$ cat src/rtl/alu_issue_control_pkg.sv
// Shared MIPS definitions for the ALU issue controller: opcodes, functs,
// ALUControl codes, FSM state encoding and the decoded-field bundle.
package alu_issue_control_pkg;

    localparam int unsigned INSTR_W = 32;
    localparam int unsigned OPC_W   = 6;
    localparam int unsigned FUNCT_W = 6;
    localparam int unsigned ALUC_W  = 6;
    localparam int unsigned STATE_W = 3;

    // Primary opcodes
    localparam logic [OPC_W-1:0] OP_RTYPE    = 6'b000000;
    localparam logic [OPC_W-1:0] OP_SPECIAL2 = 6'b011100;
    localparam logic [OPC_W-1:0] OP_ADDI     = 6'b001000;
    localparam logic [OPC_W-1:0] OP_ANDI     = 6'b001100;
    localparam logic [OPC_W-1:0] OP_ORI      = 6'b001101;
    localparam logic [OPC_W-1:0] OP_XORI     = 6'b001110;
    localparam logic [OPC_W-1:0] OP_SLTI     = 6'b001010;
    localparam logic [OPC_W-1:0] OP_BEQ      = 6'b000100;
    localparam logic [OPC_W-1:0] OP_BNE      = 6'b000101;
    localparam logic [OPC_W-1:0] OP_BLEZ     = 6'b000110;
    localparam logic [OPC_W-1:0] OP_BGTZ     = 6'b000111;

    // Function fields (R-type unless noted)
    localparam logic [FUNCT_W-1:0] F_ADD = 6'b100000;
    localparam logic [FUNCT_W-1:0] F_SUB = 6'b100010;
    localparam logic [FUNCT_W-1:0] F_AND = 6'b100100;
    localparam logic [FUNCT_W-1:0] F_OR  = 6'b100101;
    localparam logic [FUNCT_W-1:0] F_XOR = 6'b100110;
    localparam logic [FUNCT_W-1:0] F_SLT = 6'b101010;
    localparam logic [FUNCT_W-1:0] F_SLL = 6'b000000;
    localparam logic [FUNCT_W-1:0] F_SRL = 6'b000010;
    localparam logic [FUNCT_W-1:0] F_MUL = 6'b000010;  // under OP_SPECIAL2

    // ALUControl codes understood by ALU32Bit
    localparam logic [ALUC_W-1:0] ALU_ADD  = 6'b100000;
    localparam logic [ALUC_W-1:0] ALU_SUB  = 6'b100010;
    localparam logic [ALUC_W-1:0] ALU_MUL  = 6'b011000;
    localparam logic [ALUC_W-1:0] ALU_AND  = 6'b100100;
    localparam logic [ALUC_W-1:0] ALU_OR   = 6'b100101;
    localparam logic [ALUC_W-1:0] ALU_XOR  = 6'b100110;
    localparam logic [ALUC_W-1:0] ALU_SLL  = 6'b000000;
    localparam logic [ALUC_W-1:0] ALU_SRL  = 6'b000010;
    localparam logic [ALUC_W-1:0] ALU_SLT  = 6'b101010;
    localparam logic [ALUC_W-1:0] ALU_BEQ  = 6'b000100;
    localparam logic [ALUC_W-1:0] ALU_BNE  = 6'b000101;
    localparam logic [ALUC_W-1:0] ALU_BLEZ = 6'b000110;
    localparam logic [ALUC_W-1:0] ALU_BGTZ = 6'b000111;

    typedef enum logic [STATE_W-1:0] {
        S_IDLE      = 3'd0,
        S_DECODE    = 3'd1,
        S_EXECUTE   = 3'd2,
        S_WRITEBACK = 3'd3,
        S_BRANCH    = 3'd4,
        S_ERROR     = 3'd5
    } state_t;

    typedef struct packed {
        logic [ALUC_W-1:0] alu_control;
        logic              alu_src_b;
        logic              shamt_sel;
        logic              reg_dst;
        logic              is_branch;
        logic              illegal;
    } dec_t;

endpackage

$ cat src/rtl/alu_issue_control_if.sv
// Instruction handshake plus ALU32Bit control bundle.
interface alu_issue_control_if;
    import alu_issue_control_pkg::*;

    logic               instr_valid;
    logic               instr_ready;
    logic [INSTR_W-1:0] instruction;
    logic               zero;
    logic [ALUC_W-1:0]  alu_control;
    logic               alu_src_b;
    logic               shamt_sel;
    logic               reg_dst;
    logic               reg_write;
    logic               branch_taken;
    logic               illegal_instr;
    logic               done;

    // Issue controller side
    modport master (
        input  instr_valid, instruction, zero,
        output instr_ready, alu_control, alu_src_b, shamt_sel, reg_dst,
               reg_write, branch_taken, illegal_instr, done
    );

    // Fetch / datapath side
    modport slave (
        output instr_valid, instruction, zero,
        input  instr_ready, alu_control, alu_src_b, shamt_sel, reg_dst,
               reg_write, branch_taken, illegal_instr, done
    );
endinterface

$ cat src/rtl/alu_issue_control_op_decoder.sv
// Combinational MIPS opcode/funct decoder producing ALU control and selects.
module alu_issue_control_op_decoder
    import alu_issue_control_pkg::*;
(
    input  logic [OPC_W-1:0]   opcode,
    input  logic [FUNCT_W-1:0] funct,
    output dec_t               dec
);

    // Map opcode/funct to ALU code and operand selects; anything unlisted is illegal
    always_comb begin
        dec             = '0;
        dec.alu_control = ALU_ADD;
        case (opcode)
            OP_RTYPE: begin
                dec.reg_dst = 1'b1;
                case (funct)
                    F_ADD: dec.alu_control = ALU_ADD;
                    F_SUB: dec.alu_control = ALU_SUB;
                    F_AND: dec.alu_control = ALU_AND;
                    F_OR:  dec.alu_control = ALU_OR;
                    F_XOR: dec.alu_control = ALU_XOR;
                    F_SLT: dec.alu_control = ALU_SLT;
                    F_SLL: begin
                        dec.alu_control = ALU_SLL;
                        dec.shamt_sel   = 1'b1;
                    end
                    F_SRL: begin
                        dec.alu_control = ALU_SRL;
                        dec.shamt_sel   = 1'b1;
                    end
                    default: dec.illegal = 1'b1;
                endcase
            end
            OP_SPECIAL2: begin
                dec.reg_dst = 1'b1;
                if (funct == F_MUL) dec.alu_control = ALU_MUL;
                else                dec.illegal     = 1'b1;
            end
            OP_ADDI: begin dec.alu_src_b = 1'b1; dec.alu_control = ALU_ADD; end
            OP_ANDI: begin dec.alu_src_b = 1'b1; dec.alu_control = ALU_AND; end
            OP_ORI:  begin dec.alu_src_b = 1'b1; dec.alu_control = ALU_OR;  end
            OP_XORI: begin dec.alu_src_b = 1'b1; dec.alu_control = ALU_XOR; end
            OP_SLTI: begin dec.alu_src_b = 1'b1; dec.alu_control = ALU_SLT; end
            OP_BEQ:  begin dec.is_branch = 1'b1; dec.alu_control = ALU_BEQ;  end
            OP_BNE:  begin dec.is_branch = 1'b1; dec.alu_control = ALU_BNE;  end
            OP_BLEZ: begin dec.is_branch = 1'b1; dec.alu_control = ALU_BLEZ; end
            OP_BGTZ: begin dec.is_branch = 1'b1; dec.alu_control = ALU_BGTZ; end
            default: dec.illegal = 1'b1;
        endcase
    end

endmodule

$ cat src/rtl/alu_issue_control.sv
// Multi-cycle issue controller: accepts one instruction per handshake,
// decodes it, drives the ALU for one EXECUTE cycle and retires it.
module alu_issue_control
    import alu_issue_control_pkg::*;
(
    input  logic                clk,
    input  logic                rst,
    alu_issue_control_if.master bus
);

    state_t              state;
    logic [OPC_W-1:0]    opcode_q;
    logic [FUNCT_W-1:0]  funct_q;
    logic                is_branch_q;
    logic [ALUC_W-1:0]   alu_control_q;
    logic                alu_src_b_q;
    logic                shamt_sel_q;
    logic                reg_dst_q;
    logic                reg_write_q;
    logic                branch_taken_q;
    logic                illegal_q;
    logic                done_q;
    dec_t                dec;

    alu_issue_control_op_decoder u_decoder (
        .opcode (opcode_q),
        .funct  (funct_q),
        .dec    (dec)
    );

    // Ready is a pure state decode, forced low while reset is held
    assign bus.instr_ready   = (state == S_IDLE) && !rst;
    assign bus.alu_control   = alu_control_q;
    assign bus.alu_src_b     = alu_src_b_q;
    assign bus.shamt_sel     = shamt_sel_q;
    assign bus.reg_dst       = reg_dst_q;
    assign bus.reg_write     = reg_write_q;
    assign bus.branch_taken  = branch_taken_q;
    assign bus.illegal_instr = illegal_q;
    assign bus.done          = done_q;

    // Issue FSM with registered ALU controls and one-cycle retirement pulses
    always_ff @(posedge clk or posedge rst) begin
        if (rst) begin
            state          <= S_IDLE;
            opcode_q       <= '0;
            funct_q        <= '0;
            is_branch_q    <= 1'b0;
            alu_control_q  <= ALU_ADD;
            alu_src_b_q    <= 1'b0;
            shamt_sel_q    <= 1'b0;
            reg_dst_q      <= 1'b0;
            reg_write_q    <= 1'b0;
            branch_taken_q <= 1'b0;
            illegal_q      <= 1'b0;
            done_q         <= 1'b0;
        end else begin
            reg_write_q    <= 1'b0;
            branch_taken_q <= 1'b0;
            illegal_q      <= 1'b0;
            done_q         <= 1'b0;
            case (state)
                S_IDLE: begin
                    if (bus.instr_valid) begin
                        opcode_q <= bus.instruction[31:26];
                        funct_q  <= bus.instruction[5:0];
                        state    <= S_DECODE;
                    end
                end
                S_DECODE: begin
                    if (dec.illegal) begin
                        state <= S_ERROR;
                    end else begin
                        alu_control_q <= dec.alu_control;
                        alu_src_b_q   <= dec.alu_src_b;
                        shamt_sel_q   <= dec.shamt_sel;
                        reg_dst_q     <= dec.reg_dst;
                        is_branch_q   <= dec.is_branch;
                        state         <= S_EXECUTE;
                    end
                end
                S_EXECUTE: begin
                    done_q <= 1'b1;
                    if (is_branch_q) begin
                        branch_taken_q <= bus.zero;
                        state          <= S_BRANCH;
                    end else begin
                        reg_write_q <= 1'b1;
                        state       <= S_WRITEBACK;
                    end
                end
                S_WRITEBACK, S_BRANCH: begin
                    state <= S_IDLE;
                end
                S_ERROR: begin
                    // First ERROR cycle stands in for EXECUTE so an illegal
                    // instruction retires with the same latency as a legal one
                    if (!illegal_q) begin
                        illegal_q <= 1'b1;
                        done_q    <= 1'b1;
                    end else begin
                        state <= S_IDLE;
                    end
                end
                default: state <= S_IDLE;
            endcase
        end
    end

endmodule

$ cat src/flat_wrapper.sv
// flat-port wrapper written by rule: the top's interface ports become plain ports
module alu_issue_control_flat import alu_issue_control_pkg::*;
  (clk, rst, bus_instr_valid, bus_instruction, bus_zero, bus_instr_ready, bus_alu_control, bus_alu_src_b, bus_shamt_sel, bus_reg_dst, bus_reg_write, bus_branch_taken, bus_illegal_instr, bus_done);
  alu_issue_control_if bus_i ();
  input  logic clk;
  input  logic rst;
  input wire logic [$bits(bus_i.instr_valid)-1:0] bus_instr_valid;
  input wire logic [$bits(bus_i.instruction)-1:0] bus_instruction;
  input wire logic [$bits(bus_i.zero)-1:0] bus_zero;
  output wire logic [$bits(bus_i.instr_ready)-1:0] bus_instr_ready;
  output wire logic [$bits(bus_i.alu_control)-1:0] bus_alu_control;
  output wire logic [$bits(bus_i.alu_src_b)-1:0] bus_alu_src_b;
  output wire logic [$bits(bus_i.shamt_sel)-1:0] bus_shamt_sel;
  output wire logic [$bits(bus_i.reg_dst)-1:0] bus_reg_dst;
  output wire logic [$bits(bus_i.reg_write)-1:0] bus_reg_write;
  output wire logic [$bits(bus_i.branch_taken)-1:0] bus_branch_taken;
  output wire logic [$bits(bus_i.illegal_instr)-1:0] bus_illegal_instr;
  output wire logic [$bits(bus_i.done)-1:0] bus_done;
  assign bus_i.instr_valid = bus_instr_valid;
  assign bus_i.instruction = bus_instruction;
  assign bus_i.zero = bus_zero;
  assign bus_instr_ready = bus_i.instr_ready;
  assign bus_alu_control = bus_i.alu_control;
  assign bus_alu_src_b = bus_i.alu_src_b;
  assign bus_shamt_sel = bus_i.shamt_sel;
  assign bus_reg_dst = bus_i.reg_dst;
  assign bus_reg_write = bus_i.reg_write;
  assign bus_branch_taken = bus_i.branch_taken;
  assign bus_illegal_instr = bus_i.illegal_instr;
  assign bus_done = bus_i.done;
  alu_issue_control u_core (.clk(clk), .rst(rst), .bus(bus_i));
endmodule
$ cat config.mk
export PLATFORM = sky130hd
export DESIGN_NAME = alu_issue_control_flat
export DESIGN_NICKNAME = d
export VERILOG_FILES = /design/src/rtl/alu_issue_control_pkg.sv /design/src/rtl/alu_issue_control_if.sv /design/src/rtl/alu_issue_control_op_decoder.sv /design/src/rtl/alu_issue_control.sv /design/src/flat_wrapper.sv
export SDC_FILE = /design/constraint.sdc
export NUM_CORES = 1
export LEC_CHECK = 0
export ABC_AREA = 1
export CAP_MARGIN = 40
export CORE_ASPECT_RATIO = 1.4
export CORE_MARGIN = 3
export CORE_UTILIZATION = 50
export CTS_CLUSTER_SIZE = 30
export DETAILED_ROUTE_END_ITERATION = 6
export PLACE_DENSITY = 0.85
export SLEW_MARGIN = 10
export SYNTH_ARGS = -nofsm -noshare
export SYNTH_HDL_FRONTEND = slang
export SYNTH_HIERARCHICAL = 1
export SYNTH_SLANG_ARGS = --single-unit
$ cat constraint.sdc
create_clock -name clk -period 2.3 [get_ports clk]
set_input_delay 0.23 -clock clk [delete_from_list [all_inputs] [get_ports clk]]
set_output_delay 0.23 -clock clk [all_outputs]
set_load 0.01 [all_outputs]
==> metrics.txt, run 1 <==
# TYPE chip_impl_metric gauge
chip_impl_metric{name="clock-sinks",unit=""} 29
chip_impl_metric{name="htreeDepth",unit=""} 2
chip_impl_metric{name="synth-warning-count",unit=""} 6
chip_impl_info{name="synth_area_leader_cell",value="dfrtp_1"} 1
chip_impl_metric{name="total_leakage_power",unit="nW"} 1.01
chip_impl_metric{name="worst-endpoint-arrival",unit="ns"} 1.56
chip_impl_metric{name="ff2ff_path_depth",unit=""} 9
chip_impl_metric{name="final_std_cells_w_o_fill",unit=""} 278
chip_impl_metric{name="synth_instances",unit=""} 208
chip_impl_metric{name="number_of_global_route_vias_before_repair",unit=""} 1240
chip_impl_metric{name="timing.slew.headroom",unit=""} 0.766
chip_impl_metric{name="post-route-worst-setup-slack",unit="ns"} 0.507
chip_impl_info{name="synthTopCellsByArea",value="dfrtp_1 43%, nand2_1 11%, inv_1 10%"} 1
chip_impl_metric{name="post-cts-setup-buffer-count",unit=""} 0
chip_impl_metric{name="placement.io_buffers",unit=""} 29
chip_impl_metric{name="floorplan.die_area",unit="mm^2"} 0.00395
chip_impl_metric{name="grt.overflow.total",unit=""} 0
chip_impl_metric{name="drt_first_iter_violations",unit=""} 37
chip_impl_metric{name="fin_area",unit="mm^2"} 0.00198
chip_impl_metric{name="placed_area",unit="mm^2"} 0.00190
chip_impl_metric{name="seq_area_frac_synth",unit=""} 0.451
chip_impl_metric{name="syn_area",unit="mm^2"} 0.00161
chip_impl_metric{name="ios",unit=""} 50
chip_impl_metric{name="drive_above_1_share",unit=""} 0.112
chip_impl_metric{name="worst_ep_required_time",unit="ns"} 2.07
chip_impl_metric{name="grtUsageTotal",unit=""} 0.178
chip_impl_metric{name="worst-slew-pin-transition",unit="ns"} 0.351
chip_impl_metric{name="final-setup-viol-count",unit=""} 0
chip_impl_metric{name="synthesis.area_per_instance",unit="um^2"} 7.75
chip_impl_info{name="criticalPathCategory",value="reg2out"} 1
chip_impl_info{name="grt_setup_unrepaired",value="no"} 1
chip_impl_metric{name="cts_hold_buffers",unit=""} 0
chip_impl_metric{name="vias",unit=""} 1351
chip_impl_info{name="tritoncts_clock_tree",value="built"} 1
chip_impl_metric{name="proportion_of_netlist_area_held_by_the_largest_area_contributor",unit=""} 0.435
chip_impl_metric{name="ys_types",unit=""} 21
chip_impl_metric{name="place_inst",unit=""} 270
chip_impl_metric{name="viasPerCell",unit=""} 4.86
chip_impl_metric{name="timing.final.crit_share",unit=""} 0.779
chip_impl_metric{name="max-cap-violations",unit=""} 0
chip_impl_metric{name="antenna_found_initial",unit=""} 0
chip_impl_info{name="startpoint_type",value="flop"} 1
chip_impl_metric{name="antenna-diode-count",unit=""} 0
chip_impl_metric{name="layout-area-overhead-vs-synth",unit="%"} 23.1
chip_impl_info{name="commonest_non_fill_non_tap_cell_in_the_layout",value="nand2_1"} 1
chip_impl_metric{name="setup-tns-final",unit="ns"} 0
chip_impl_metric{name="utilization_after_layout",unit=""} 0.669
chip_impl_metric{name="drtPass1Iterations",unit=""} 4
chip_impl_metric{name="cts_buffers",unit=""} 5
chip_impl_metric{name="initial_core_util",unit=""} 0.544
chip_impl_metric{name="wl_per_cell",unit="um"} 10.2
chip_impl_metric{name="clkLatencyLatePin",unit="ns"} 0.28
chip_impl_metric{name="clock_path_buffers",unit=""} 2
chip_impl_metric{name="max_freq",unit="GHz"} 0.558
chip_impl_metric{name="timing_hold_violations_final",unit=""} 0
chip_impl_metric{name="total_power",unit="mW"} 2.37
chip_impl_metric{name="hold_ws",unit="ns"} 0.351
chip_impl_metric{name="pin_count_of_the_biggest_net_entering_global_routing",unit=""} 30
chip_impl_metric{name="cts.reportedPaths.clkPinSlew",unit="ns"} 0.06
chip_impl_metric{name="max-vdd-ir-drop",unit="mV"} 0.777
chip_impl_info{name="cp_capture_type",value="primary output"} 1
chip_impl_metric{name="report.final.slew_viol_count",unit=""} 0
chip_impl_metric{name="dp_slack",unit="ns"} 0.558
chip_impl_info{name="most-common-layout-cells",value="49 x nand2_1, 43 x inv_1, 29 x clkdlybuf4s50_1, 28 x dfrtp_1, 22 x nor2_1"} 1
chip_impl_metric{name="grt_pass1_wl",unit="um"} 5080
chip_impl_metric{name="design.core.area",unit="mm^2"} 0.00296
chip_impl_info{name="ys.flop_type",value="dfrtp_1"} 1
chip_impl_info{name="path_type_of_the_worst_min_delay_path",value="in2async"} 1
chip_impl_metric{name="final_period_minus_worst_setup_slack",unit="ns"} 1.79
chip_impl_metric{name="synth-edff-count",unit=""} 0
chip_impl_metric{name="route.final.wire_length",unit="um"} 2850
chip_impl_metric{name="synth_nets",unit=""} 244
chip_impl_metric{name="synthArstFlopShare",unit=""} 1.00
chip_impl_metric{name="fp-row-count",unit=""} 23
chip_impl_metric{name="timing.clock.skew",unit="ns"} 0.00421
chip_impl_metric{name="p_per_area",unit="mW/mm^2"} 1200
chip_impl_info{name="ctsRootBufferMaster",value="clkbuf_8"} 1
chip_impl_metric{name="cts_resized",unit=""} 0
chip_impl_metric{name="flip_flop_and_latch_count_after_synthesis",unit=""} 29
chip_impl_metric{name="worst-path-max-fanout",unit=""} 3
chip_impl_metric{name="place.gp.congestion",unit=""} 0.825
chip_impl_metric{name="vertical_die_dimension",unit="um"} 73.2
chip_impl_metric{name="hpwl_dp",unit="um"} 2140
chip_impl_metric{name="detail-route-antenna-nets",unit=""} 0
chip_impl_metric{name="drc_errors",unit=""} 0
chip_impl_info{name="outcome",value="finished clean"} 1
chip_impl_metric{name="final_net_count",unit=""} 276
chip_impl_metric{name="die-width",unit="um"} 54.0
[registers in the layout (all words and copies together), names as in the netlist]
| register | count |
|---|---|
| u_core/state | 3 |
| u_core/funct_q | 6 |
| u_core/is_branch_q | 1 |
| u_core/bus.reg_write | 1 |
| u_core/bus.done | 1 |
| u_core/bus.shamt_sel | 1 |
| u_core/bus.branch_taken | 1 |
| u_core/bus.alu_src_b | 1 |
| u_core/bus.alu_control | 6 |
| u_core/bus.illegal_instr | 1 |
| u_core/bus.reg_dst | 1 |
| u_core/opcode_q | 6 |
[layout make-up]
type | instances | area [um^2]
Inverter | 45 | 169
Tap cell | 37 | 46.3
Clock buffer | 8 | 80.1
Multi-Input combinational cell | 129 | 663
Sequential cell | 29 | 727
Fill cell | 261 | 981
Timing Repair Buffer | 30 | 298
[cell families after synthesis]
| group | share of synthesized area |
|---|---|
| flops | 0.451 |
| simple gates | 0.290 |
| compound gates | 0.121 |
| buf+inv | 0.137 |
[worst paths after layout]
check / start / endpoint / slack (ns)
max in group asynchronous: rst / u_core/bus.alu_control[5]$_DFFE_PP1P_ / 1.64
min: rst / u_core/bus.illegal_instr$_DFF_PP0_ / 0.35
min in group clk: u_core/bus.alu_control[4]$_DFFE_PP0P_ / u_core/bus.alu_control[4]$_DFFE_PP0P_ / 0.48
max reg2reg: u_core/opcode_q[1]$_DFFE_PP0P_ / u_core/is_branch_q$_DFFE_PP0P_ / 0.53
min reg2reg: u_core/bus.alu_control[4]$_DFFE_PP0P_ / u_core/bus.alu_control[4]$_DFFE_PP0P_ / 0.48
max: u_core/state[0]$_DFFE_PP0P_ / bus_instr_ready / 0.51
[report_power, final]
group,internal [mW],switching (mW),total (mW)
Sequential,0.713,0.200,0.913
Clock,0.214,0.170,0.384
Combinational,0.451,0.623,1.07
[routing by layer]
metal,GRT usage,up-vias,share of wire
met5,0,-,0
met1,0.192,607,0.40
met4,0.111,0,0.031
met3,0.0450,10,0.044
li1,-,703,-
met2,0.301,31,0.53
[synth_stat cells, types with 2 or more instances]
master / instances
nor2_1: 22
a21oi_1: 2
buf_6: 4
nand2_1: 49
o21ai_1: 6
inv_2: 2
o21ai_0: 12
nand3_1: 13
o21ai_2: 10
dfrtp_1: 28
nand4_1: 4
nor2_4: 5
inv_1: 43
[worst max-delay path, cell delays in order, from the launching register on]
cell and delay, ns:
dfrtp_1 0.43, nor4_1 0.28, clkdlybuf4s50_1 0.58
Note: power is estimated with default switching activity, not from simulation.
==> inputs of run 2 (changes only) <==
--- a/config.mk
+++ b/config.mk
@@ -9,10 +9,10 @@
 export CAP_MARGIN = 40
 export CORE_ASPECT_RATIO = 1.4
 export CORE_MARGIN = 3
-export CORE_UTILIZATION = 50
+export CORE_UTILIZATION = 42
 export CTS_CLUSTER_SIZE = 30
 export DETAILED_ROUTE_END_ITERATION = 6
-export PLACE_DENSITY = 0.85
+export PLACE_DENSITY = 0.76
 export SLEW_MARGIN = 10
 export SYNTH_ARGS = -nofsm -noshare
 export SYNTH_HDL_FRONTEND = slang
==> constraint.sdc (replaced) <==
create_clock -name clk -period 1.6 [get_ports clk]
set_input_delay 0.16 -clock clk [delete_from_list [all_inputs] [get_ports clk]]
set_output_delay 0.16 -clock clk [all_outputs]
set_load 0.01 [all_outputs]
==> metrics.txt, run 2 (synthesized netlist as in run 1, its figures left out) <==
# TYPE chip_impl_metric gauge
chip_impl_info{name="cp_capture_type",value="flop"} 1
chip_impl_metric{name="timing.final.crit_share",unit=""} 1.04
chip_impl_metric{name="route.final.wire_length",unit="um"} 3890
chip_impl_metric{name="critical_path.n_buffers_inverters",unit=""} 0
chip_impl_metric{name="worst-path-max-fanout",unit=""} 6
chip_impl_info{name="regToRegEndpoint",value="u_core/is_branch_q$_DFFE_PP0P_"} 1
chip_impl_metric{name="total_leakage_power",unit="nW"} 1.25
chip_impl_metric{name="pin_count_of_the_biggest_net_entering_global_routing",unit=""} 30
chip_impl_metric{name="initial_core_util",unit=""} 0.438
chip_impl_metric{name="worst_path_largest_cell_delay",unit="ns"} 0.43
chip_impl_metric{name="grt_pass1_wl",unit="um"} 5820
chip_impl_metric{name="grt.overflow.total",unit=""} 0
chip_impl_metric{name="drc_errors",unit=""} 0
chip_impl_info{name="outcome",value="finished, violations left"} 1
chip_impl_info{name="critical-path-top-delay-family",value="simple AND/OR/NAND/NOR gates"} 1
chip_impl_metric{name="drt_first_iter_violations",unit=""} 49
chip_impl_metric{name="internal_power",unit="mW"} 2.67
chip_impl_metric{name="final-setup-viol-count",unit=""} 12
chip_impl_metric{name="seq_power_share",unit=""} 0.289
chip_impl_metric{name="placed_area",unit="mm^2"} 0.00208
chip_impl_metric{name="worst_ep_required_time",unit="ns"} 1.77
chip_impl_metric{name="ff2ff_path_depth",unit=""} 9
chip_impl_metric{name="combinational_cell_fraction_of_total_power",unit=""} 0.566
chip_impl_info{name="tritoncts_clock_tree",value="built"} 1
chip_impl_metric{name="utilization_after_layout",unit=""} 0.663
chip_impl_info{name="ctsRootBufferMaster",value="clkbuf_8"} 1
chip_impl_metric{name="antenna-diode-count",unit=""} 0
chip_impl_metric{name="switching_share",unit=""} 0.410
chip_impl_metric{name="netSwitchingPower",unit="mW"} 1.86
chip_impl_metric{name="drtPass1Iterations",unit=""} 4
chip_impl_metric{name="design.core.area",unit="mm^2"} 0.00368
chip_impl_metric{name="final_period_minus_worst_setup_slack",unit="ns"} 1.67
chip_impl_metric{name="timing.clock.skew",unit="ns"} 0.00509
chip_impl_metric{name="detail-route-antenna-nets",unit=""} 0
chip_impl_metric{name="fp-row-count",unit=""} 26
chip_impl_metric{name="cts.reportedPaths.clkPinSlew",unit="ns"} 0.06
chip_impl_metric{name="clock_path_buffers",unit=""} 2
chip_impl_metric{name="final_net_count",unit=""} 316
chip_impl_metric{name="worst-slew-pin-transition",unit="ns"} 0.481
chip_impl_info{name="commonest_non_fill_non_tap_cell_in_the_layout",value="inv_1"} 1
chip_impl_metric{name="post-route-worst-setup-slack",unit="ns"} -0.0678
chip_impl_metric{name="timing_hold_violations_final",unit=""} 0
chip_impl_info{name="grt_setup_unrepaired",value="yes"} 1
chip_impl_metric{name="vertical_die_dimension",unit="um"} 79.3
chip_impl_metric{name="setup-tns-final",unit="ns"} -0.436
chip_impl_metric{name="place.gp.congestion",unit=""} 0.830
chip_impl_metric{name="vias",unit=""} 1529
chip_impl_metric{name="report.final.slew_viol_count",unit=""} 0
chip_impl_info{name="critical_path.cell_chain",value="nor2_4, nand4_1, nand2_1, nor2_2, nand3_2, nand2_4, nand3b_4, nand2_1, o21ai_2"} 1
chip_impl_metric{name="grtUsageTotal",unit=""} 0.164
chip_impl_info{name="violations",value="negative setup slack"} 1
chip_impl_metric{name="max-vdd-ir-drop",unit="mV"} 1.05
chip_impl_metric{name="placement.io_buffers",unit=""} 29
chip_impl_metric{name="p_clk_frac",unit=""} 0.145
chip_impl_metric{name="die-width",unit="um"} 58.4
chip_impl_metric{name="ios",unit=""} 50
chip_impl_info{name="most-common-layout-cells",value="40 x inv_1, 39 x nand2_1, 37 x buf_4, 28 x clkdlybuf4s50_1, 23 x dfrtp_1"} 1
chip_impl_metric{name="rrSetupSlack",unit="ns"} -0.07
chip_impl_metric{name="hpwl_dp",unit="um"} 2230
chip_impl_metric{name="timing.slew.headroom",unit=""} 0.679
chip_impl_metric{name="fin_area",unit="mm^2"} 0.00244
chip_impl_info{name="worst_path_most_repeated_cell",value="nand2_1"} 1
chip_impl_metric{name="floorplan.die_area",unit="mm^2"} 0.00463
chip_impl_info{name="path_type_of_the_worst_min_delay_path",value="in2async"} 1
chip_impl_metric{name="viasPerCell",unit=""} 4.73
chip_impl_metric{name="antenna_found_initial",unit=""} 0
chip_impl_metric{name="max-cap-violations",unit=""} 0
chip_impl_info{name="startpoint_type",value="flop"} 1
chip_impl_metric{name="total_power",unit="mW"} 4.52
chip_impl_metric{name="max_freq",unit="GHz"} 0.600
chip_impl_metric{name="clock-sinks",unit=""} 29
chip_impl_metric{name="wl_per_cell",unit="um"} 12.0
chip_impl_info{name="criticalPathCategory",value="reg2reg"} 1
chip_impl_metric{name="clkLatencyLatePin",unit="ns"} 0.28
chip_impl_metric{name="worst-endpoint-arrival",unit="ns"} 1.84
chip_impl_metric{name="cts_buffers",unit=""} 5
chip_impl_metric{name="cts_hold_buffers",unit=""} 0
chip_impl_metric{name="p_per_area",unit="mW/mm^2"} 1850
chip_impl_info{name="critical_path_s_slowest_cell",value="dfrtp_1"} 1
chip_impl_info{name="regToRegStartpoint",value="u_core/opcode_q[5]$_DFFE_PP0P_"} 1
chip_impl_metric{name="layout-area-overhead-vs-synth",unit="%"} 51.3
chip_impl_metric{name="htreeDepth",unit=""} 2
chip_impl_metric{name="number_of_global_route_vias_before_repair",unit=""} 1392
chip_impl_metric{name="hold_ws",unit="ns"} 0.277
chip_impl_metric{name="drive_above_1_share",unit=""} 0.356
[run 2: metal layers]
layer | vias to the layer above | GRT usage | part of all wire
li1 | 786 | - | -
met1 | 692 | 0.174 | 0.37
met2 | 39 | 0.290 | 0.56
met3 | 12 | 0.0455 | 0.043
met4 | 0 | 0.0812 | 0.027
met5 | - | 0 | 0
[run 2: layout make-up]
class / count / area [um^2]
fillers: 307 / 1240
multi-input cells: 132 / 805
flip-flops and latches: 29 / 733
repair buffers: 67 / 578
inverters: 45 / 169
clock buffers: 7 / 96.3
well taps: 42 / 52.6
clock inverters: 1 / 5.00
[run 2: worst max path at each step]
stage                                   start                                    end  slack [ns]  depth (start not counted)
3_5_place_dp   u_core/opcode_q[4]$_DFFE_PP0P_  u_core/bus.alu_control[4]$_DFFE_PP0P_       -0.13                          9
2_1_floorplan   u_core/funct_q[0]$_DFFE_PP0P_  u_core/bus.alu_control[0]$_DFFE_PP0P_        0.11                         10
4_1_cts        u_core/opcode_q[4]$_DFFE_PP0P_  u_core/bus.alu_control[3]$_DFFE_PP0P_       -0.03                          9
5_1_grt        u_core/opcode_q[5]$_DFFE_PP0P_         u_core/is_branch_q$_DFFE_PP0P_       -0.19                          9
6_report       u_core/opcode_q[5]$_DFFE_PP0P_         u_core/is_branch_q$_DFFE_PP0P_       -0.07                          9
3_3_place_gp   u_core/opcode_q[4]$_DFFE_PP0P_       u_core/bus.alu_src_b$_DFFE_PP0P_       -0.11                          9
[run 2: power by group through the flow]
stage | Combinational [mW] | Clock, mW | Sequential [mW]
after floorplan | 1.18 | 0 | 1.31
after global placement | 1.86 | 0 | 1.28
after detailed placement | 1.90 | 0 | 1.29
after CTS | 1.99 | 0.671 | 1.29
after global routing | 2.82 | 0.710 | 1.34
final | 2.56 | 0.657 | 1.31
[run 2: metrics by stage]
stage,worst slack [ns],instances
floorplan,0.115,208
global placement,-0.111,298
detailed placement,-0.135,298
CTS,-0.0325,307
global route,-0.187,323
finish,-0.0678,323
[run 2: what timing repair did]
action                                  CTS  global route
pin swaps                                 2            17
hold endpoints to repair                  0             0
endpoints found under the setup margin   12            13
gates resized for setup                   4            34
setup buffers                             0            14
gates cloned                              1             2
[run 2: tightest hold or removal path, cell delays in order]
cell and delay [ns]:
clkdlybuf4s50_1 0.42, inv_1 0.06, buf_4 0.33
